## src/rtl/ps2_rx_frame.sv

```systemverilog
// PS/2 device-to-host frame receiver: start, 8 data bits LSB first, odd parity, stop.
// Optional `PS2_BREAK_TRACK_EN folds E0/F0 prefix bytes into key_ext/key_brk flags.
module ps2_rx_frame #(
  parameter int TIMEOUT_CYCLES = 200000,
  parameter int TO_W           = 18
) (
  input  logic       clk,
  input  logic       rstn,
  input  logic       kclk,
  input  logic       kdata,
  output logic [7:0] scan_code,
  output logic       code_valid,
  output logic       parity_err,
  output logic       frame_err,
  output logic       key_brk,
  output logic       key_ext
);

  typedef enum logic [1:0] {IDLE, DATA, PAR, STOP} state_t;

  state_t          state;
  logic            kclk_q;
  logic [2:0]      bit_cnt;
  logic [7:0]      shift;
  logic            par_bit;
  logic [TO_W-1:0] to_cnt;
  logic            fall;
  logic            timeout;

  assign fall    = kclk_q & ~kclk;
  assign timeout = (to_cnt == TO_W'(TIMEOUT_CYCLES - 1));

`ifdef PS2_BREAK_TRACK_EN
  logic ext_pend;
  logic brk_pend;
`else
  assign key_brk = 1'b0;
  assign key_ext = 1'b0;
`endif

  always_ff @(posedge clk or negedge rstn) begin
    if (!rstn) begin
      kclk_q     <= 1'b1;
      state      <= IDLE;
      bit_cnt    <= '0;
      shift      <= '0;
      par_bit    <= 1'b0;
      to_cnt     <= '0;
      scan_code  <= '0;
      code_valid <= 1'b0;
      parity_err <= 1'b0;
      frame_err  <= 1'b0;
`ifdef PS2_BREAK_TRACK_EN
      key_brk    <= 1'b0;
      key_ext    <= 1'b0;
      ext_pend   <= 1'b0;
      brk_pend   <= 1'b0;
`endif
    end else begin
      kclk_q     <= kclk;
      code_valid <= 1'b0;
      parity_err <= 1'b0;
      frame_err  <= 1'b0;
`ifdef PS2_BREAK_TRACK_EN
      key_brk    <= 1'b0;
      key_ext    <= 1'b0;
`endif
      if (fall || state == IDLE)
        to_cnt <= '0;
      else
        to_cnt <= to_cnt + 1'b1;

      case (state)
        IDLE: begin
          if (fall && !kdata) begin
            state   <= DATA;
            bit_cnt <= '0;
          end
        end
        DATA: begin
          if (fall) begin
            shift   <= {kdata, shift[7:1]};
            bit_cnt <= bit_cnt + 1'b1;
            if (bit_cnt == 3'd7)
              state <= PAR;
          end
        end
        PAR: begin
          if (fall) begin
            par_bit <= kdata;
            state   <= STOP;
          end
        end
        STOP: begin
          if (fall) begin
            state <= IDLE;
            if (!kdata) begin
              frame_err <= 1'b1;
`ifdef PS2_BREAK_TRACK_EN
              ext_pend  <= 1'b0;
              brk_pend  <= 1'b0;
`endif
            end else if (!(^{shift, par_bit})) begin
              parity_err <= 1'b1;
`ifdef PS2_BREAK_TRACK_EN
              ext_pend   <= 1'b0;
              brk_pend   <= 1'b0;
`endif
            end else begin
`ifdef PS2_BREAK_TRACK_EN
              // Prefix bytes only arm the flags for the key code that follows them.
              if (shift == 8'hE0)
                ext_pend <= 1'b1;
              else if (shift == 8'hF0)
                brk_pend <= 1'b1;
              else begin
                scan_code  <= shift;
                code_valid <= 1'b1;
                key_ext    <= ext_pend;
                key_brk    <= brk_pend;
                ext_pend   <= 1'b0;
                brk_pend   <= 1'b0;
              end
`else
              scan_code  <= shift;
              code_valid <= 1'b1;
`endif
            end
          end
        end
        default: state <= IDLE;
      endcase

      // A stalled kclk aborts the frame; a fall on the same cycle keeps it alive.
      if (state != IDLE && !fall && timeout) begin
        state     <= IDLE;
        frame_err <= 1'b1;
`ifdef PS2_BREAK_TRACK_EN
        ext_pend  <= 1'b0;
        brk_pend  <= 1'b0;
`endif
      end
    end
  end

endmodule

```

## config.mk

```make
export PLATFORM = sky130hd
export DESIGN_NAME = ps2_rx_frame
export DESIGN_NICKNAME = d
export VERILOG_FILES = /design/src/rtl/ps2_rx_frame.sv
export SDC_FILE = /design/constraint.sdc
export NUM_CORES = 1
export LEC_CHECK = 0
export CELL_PAD_IN_SITES_DETAIL_PLACEMENT = 1
export CELL_PAD_IN_SITES_GLOBAL_PLACEMENT = 2
export CORE_ASPECT_RATIO = 1.5
export CORE_MARGIN = 5
export CORE_UTILIZATION = 40
export DETAILED_ROUTE_END_ITERATION = 10
export PLACE_DENSITY_LB_ADDON = 0.05
export SYNTH_ARGS = -nofsm -noshare
export SYNTH_HDL_FRONTEND = slang
export SYNTH_SLANG_ARGS = --single-unit
```

## constraint.sdc

```tcl
create_clock -name clk -period 4 [get_ports clk]
set_clock_uncertainty 0.05 [all_clocks]
set_input_delay 0.8 -clock clk [delete_from_list [all_inputs] [get_ports clk]]
set_output_delay 0.8 -clock clk [all_outputs]
set_load 0.05 [all_outputs]
```

Word level (Yosys, flattened, before mapping)
Index checks and enable logic that the tools add are counted.
{"block": "word_totals", "word_cells": 64, "in_bits": 4, "regBits": 44}
{"block": "classes", "mux": 23, "n_bitwise": 2, "addsub": 2, "n_reduce_logical": 15, "n_eq_ne": 12}
{"operator": "$add 18x1->18 const B", "count": 1}
{"operator": "$eq 18x18->1 const B", "count": 1}
{"operator": "$mux 18", "count": 1}
{"operator": "$mux 1", "count": 12}
{"operator": "$mux 2", "count": 6}
{"operator": "$ne 3x3->1 const B", "count": 4}
{"operator": "$reduce_xor 9->1", "count": 1}
{"operator": "$pmux 2 s4", "count": 1}
{"operator": "$mux 3", "count": 2}
{"operator": "$pmux 3 s2", "count": 1}
{"operator": "$reduce_and 5->1", "count": 1}
{"operator": "$eq 2x2->1 const B", "count": 2}
{"operator": "$reduce_and 2->1", "count": 2}
{"operator": "$reduce_and 4->1", "count": 1}
{"operator": "$reduce_bool 2->1", "count": 2}
{"operator": "$add 3x1->3 const B", "count": 1}
{"operator": "$eq 3x3->1 const B", "count": 1}
{"operator": "$logic_and 1x1->1", "count": 3}
{"operator": "$ne 3x1->1 const B", "count": 1}
{"operator": "$reduce_and 3->1", "count": 1}
{"operator": "$eq 2x1->1 const B", "count": 1}
{"operator": "$logic_not 1->1", "count": 2}
{"operator": "$logic_not 2->1", "count": 1}
{"operator": "$ne 2x1->1 const B", "count": 1}
{"operator": "4 further kinds", "count": 4}

Depth between registers and ports, before layout
{"block": "depth", "ltp_word": 7, "ltp_mapped": 7, "mapped_depth_nobuf": 7}

Worst setup path before layout
OpenSTA, ideal clock, no wires.
{"block": "synth_timing", "kind": "input to register", "startpoint": "input kclk", "endpoint": "register state[0]", "path_slack_ns": 1.821, "n_path_buf": 1, "t_arrival_ns": 1.993, "stages": 6, "setup_ns": 0.136, "path_cell_list": "nand2b_1 nand2b_1 clkbuf_1 or4_1 o2111ai_1 o211ai_1"}
{"block": "synth_between", "elab_chain_cells": 7, "elab_cells_between_ends": 13}
{"element": "start, declared", "line": "9", "rtl": "input logic kclk,"}
{"element": "$not 1->1 (*)", "line": "30", "rtl": "assign fall = kclk_q & ~kclk;"}
{"element": "$and 1x1->1 (*)", "line": "30"}
{"element": "$logic_not 1->1", "line": "135", "rtl": "if (state != IDLE && !fall && timeout) begin"}
{"element": "$logic_and 1x1->1 (2 in a row)", "line": "135"}
{"element": "$ne 3x3->1 (no line) or $ne 3x1->1 (tied branches)"}
{"element": "$reduce_and 5->1 (no line)"}
{"element": "end signal, assigned", "line": "96", "rtl": "state <= IDLE;"}
{"element": "end signal, assigned", "line": "131", "rtl": "default: state <= IDLE;"}
{"element": "end signal, assigned", "line": "136", "rtl": "state <= IDLE;"}
{"element": "end, declared", "line": "21", "rtl": "state_t state;"}
Every way passes the cells marked *; elsewhere a longest branch is shown, timed or not.
A chain may end at the register's enable or synchronous reset.

Final worst setup path
Ends and elaborated chain as after synthesis.

==> run_results.csv <==
group,metric,value,unit
floorplan,top_level_ports,17,
setup_path,rr_worst_depth,6,
yosys,async_flop_share,1.00,
clocking,cts_tree,"built",
layout,post_route_cells_drive_above_1_share,0.127,
yosys,yosys_warnings,0,
clocking,clock_sinks,44,
clocking,path_clk_slew,0.08,ns
pwr,power_density,596,mW/mm^2
global_route,grt_usage,0.139,
floorplan,row_count,32,
yosys,yosys.area.top_type,"dfrtp_1",
detailed_routing,drc,0,
yosys,synth_seq_cells,44,
clocking,cts_buffers,5,
sta,period_share,0.698,
detailed_routing,vias,1381,
place,dp_hpwl,3060,um
clocking,cts-root-buf,"clkbuf_8",
setup_path,r2r-start,"state[0]",
sta,hold_viol,0,
yosys,yosysTopAreaCellShare,0.520,
min_path,hp-class,"flop to flop",
setup_path,crit_required,4.12,ns
place,place.gp.congestion,0.718,
setup_path,endpoint,"state[0]",
setup_path,worstSetupStartpoint,"kclk",
detailed_routing,drtPass1Iterations,3,
setup_path,crit_type,"input pin to flop",
setup_path,r2r_slack,1.53,ns
global_route,first_global_vias,1504,
yosys,synthTopCellsByArea,"dfrtp_1, mux2_2, xnor2_1",
clocking,clock_path_buffers,2,
place,port_buffers,14,
sta,setup_tns,0,ns
floorplan,start_util,0.407,
layout,nNetsFinal,215,
pwr,ir_worst_vdd,0.234,mV
yosys,synth_area,0.00207,mm^2
global_route,grt-ovfl-total,0,
detailed_routing,drt_iter0_drc,36,
floorplan,dieArea,0.00674,mm^2
layout,synthToLayoutAreaGrowth,14.0,%
clocking,cts_resized,0,
sta,max_slew_margin,0.342,
yosys,ys_types,33,
yosys,ys.flop_type,"dfrtp_1",
job,cap_violations,0,
clocking,post_cts_buffers,0,
detailed_routing,viasPerCell,5.08,
place,dpl_cell_area,0.00227,mm^2
detailed_routing,wirelength,4140,um
sta,slew_violations,0,
global_route,grt_pass1_wl,7130,um
sta,rsz0062_at_grt,"no",
layout,n_fill_cell,580,
setup_path,start_kind,"input pin",
yosys,synth_edf_count,0,
floorplan,core,0.00508,mm^2
setup_path,crit_path_end_kind,"flop",
setup_path,critPathMaxFanout,19,
sta,fmax,358,MHz
yosys,seq_area_frac_synth,0.533,
yosys,synthCells,185,
clocking,worstSkewPairLatency,0.30,ns
clocking,h-tree-depth,2,
detailed_routing,final_antenna_net_count,0,
clocking,hold_buffers,0,
layout,num_antenna_cells,0,
floorplan,die_h,98.1,um
setup_path,cp.arrival,2.91,ns
sta,worst_pin_slew,0.988,ns
global_route,grt_max_degree,45,
detailed_routing,wl_per_cell,15.2,um
pwr,leakage,1.04,nW
status,status,"finished clean",
yosys,syn_area_per_cell,11.2,um^2
setup_path,r2r_end,"state[0]",
sta,setup_viol,0,
sta,min_period,2.79,ns
layout,final_area,0.00236,mm^2
floorplan,die_w,68.7,um
global_route,antenna_found_initial,0,
==> critical path, stage by stage <==
cell and delay (ns):
clkdlybuf4s50_1 0.50, nand2b_1 0.18, nand2b_1 0.40, or4_1 0.75, o2111ai_1 0.15, o211ai_1 0.12
==> area by class of cell <==
type	count	area [um^2]	share of cell area
Inverter	6	22.5	0.00955
Sequential cell	44	1100	0.467
Multi-Input combinational cell	132	926	0.393
Clock buffer	5	68.8	0.0292
Tap cell	68	85.1	0.0361
Clock inverter	3	18.8	0.00796
Timing Repair Buffer	14	135	0.0573
==> logic make-up (layout without fill, tap and decap cells) <==
kind of cell,count (synthesis),after routing,synth area share
AOI/OAI and AO/OA,16,16,0.0496
xor gates and xnor gates,23,23,0.0973
adders and majority gates,8,8,0.0484
buffers and inverters,10,28,0.0218
DFF,44,44,0.533
muxes,16,16,0.0889
other,1,2,0.00181
and+or+nand+nor,67,67,0.160
==> state kept, by name, summed over array words and instances, names as in the netlist <==
signal,cells
shift,8
frame_err,1
parity_err,1
code_valid,1
to_cnt,18
bit_cnt,3
scan_code,8
state,2
par_bit,1
kclk_q,1
==> per-stage QoR <==
stage	setup WS [ns]	cells	hold WS [ns]	power [mW]	utilization
after CTS	1.20	272	0.466	1.43	0.464
after floorplan	1.82	186	0.413	1.01	-
final	1.21	272	0.463	1.41	0.464
after global placement	0.947	264	0.428	1.11	0.447
after detailed placement	0.868	264	0.447	1.15	0.447
after global routing	1.06	272	0.476	1.51	0.464
==> layer usage <==
metal	vias up	routed length [um]	global-route usage
met5	-	0	0
met4	0	55	0.0495
met3	4	105	0.0276
met2	17	2310	0.249
met1	695	1670	0.155
li1	665	-	-
==> Yosys cell counts, drive strengths merged (3+ instances only) <==
| master | instances |
|---|---|
| dfrtp | 43 |
| nor2 | 25 |
| mux2 | 16 |
| xnor2 | 15 |
| nand2 | 11 |
| nand3 | 9 |
| ha | 8 |
| o21ai | 8 |
| xor2 | 8 |
| inv | 6 |
| nand4 | 5 |
| buf | 3 |
| nor3 | 3 |
==> where the power goes <==
part / internal [mW] / total, mW / switching [mW]
sequential: 0.528 / 0.606 / 0.0787
clock: 0.122 / 0.275 / 0.154
combinational: 0.223 / 0.524 / 0.301
total: 0.873 / 1.41 / 0.533
==> worst min-delay path by stage <==
| stage | start | endpoint | slack (ns) | cells after the start |
|---|---|---|---|---|
| 3_3_place_gp | bit_cnt[1] | bit_cnt[1] | 0.43 | 1 |
| 2_1_floorplan | bit_cnt[0] | bit_cnt[0] | 0.41 | 1 |
| 4_1_cts | scan_code[3] | scan_code[3] | 0.47 | 1 |
| 6_report | scan_code[3] | scan_code[3] | 0.46 | 1 |
| 3_5_place_dp | scan_code[3] | scan_code[3] | 0.45 | 1 |
| 5_1_grt | bit_cnt[2] | bit_cnt[2] | 0.48 | 1 |
==> cells in the final DEF, fill, tap and decap left out, types with 2 or more instances in the layout <==
cell type and instances:
dfrtp_1 43, nor2_1 25, xnor2_1 15, mux2_2 15
clkdlybuf4s50_1 13, nand2_1 11, nand3_1 9, o21ai_0 8
xor2_1 8, ha_1 8, inv_1 6, nand4_1 5
clkbuf_8 5, nor3_1 3, nand2b_1 2, and3_1 2
and4_1 2, a21oi_1 2, a32o_1 2, nand3b_1 2
o211ai_1 2, conb_1 2, clkinv_2 2
(Power assumes the default switching activity.)
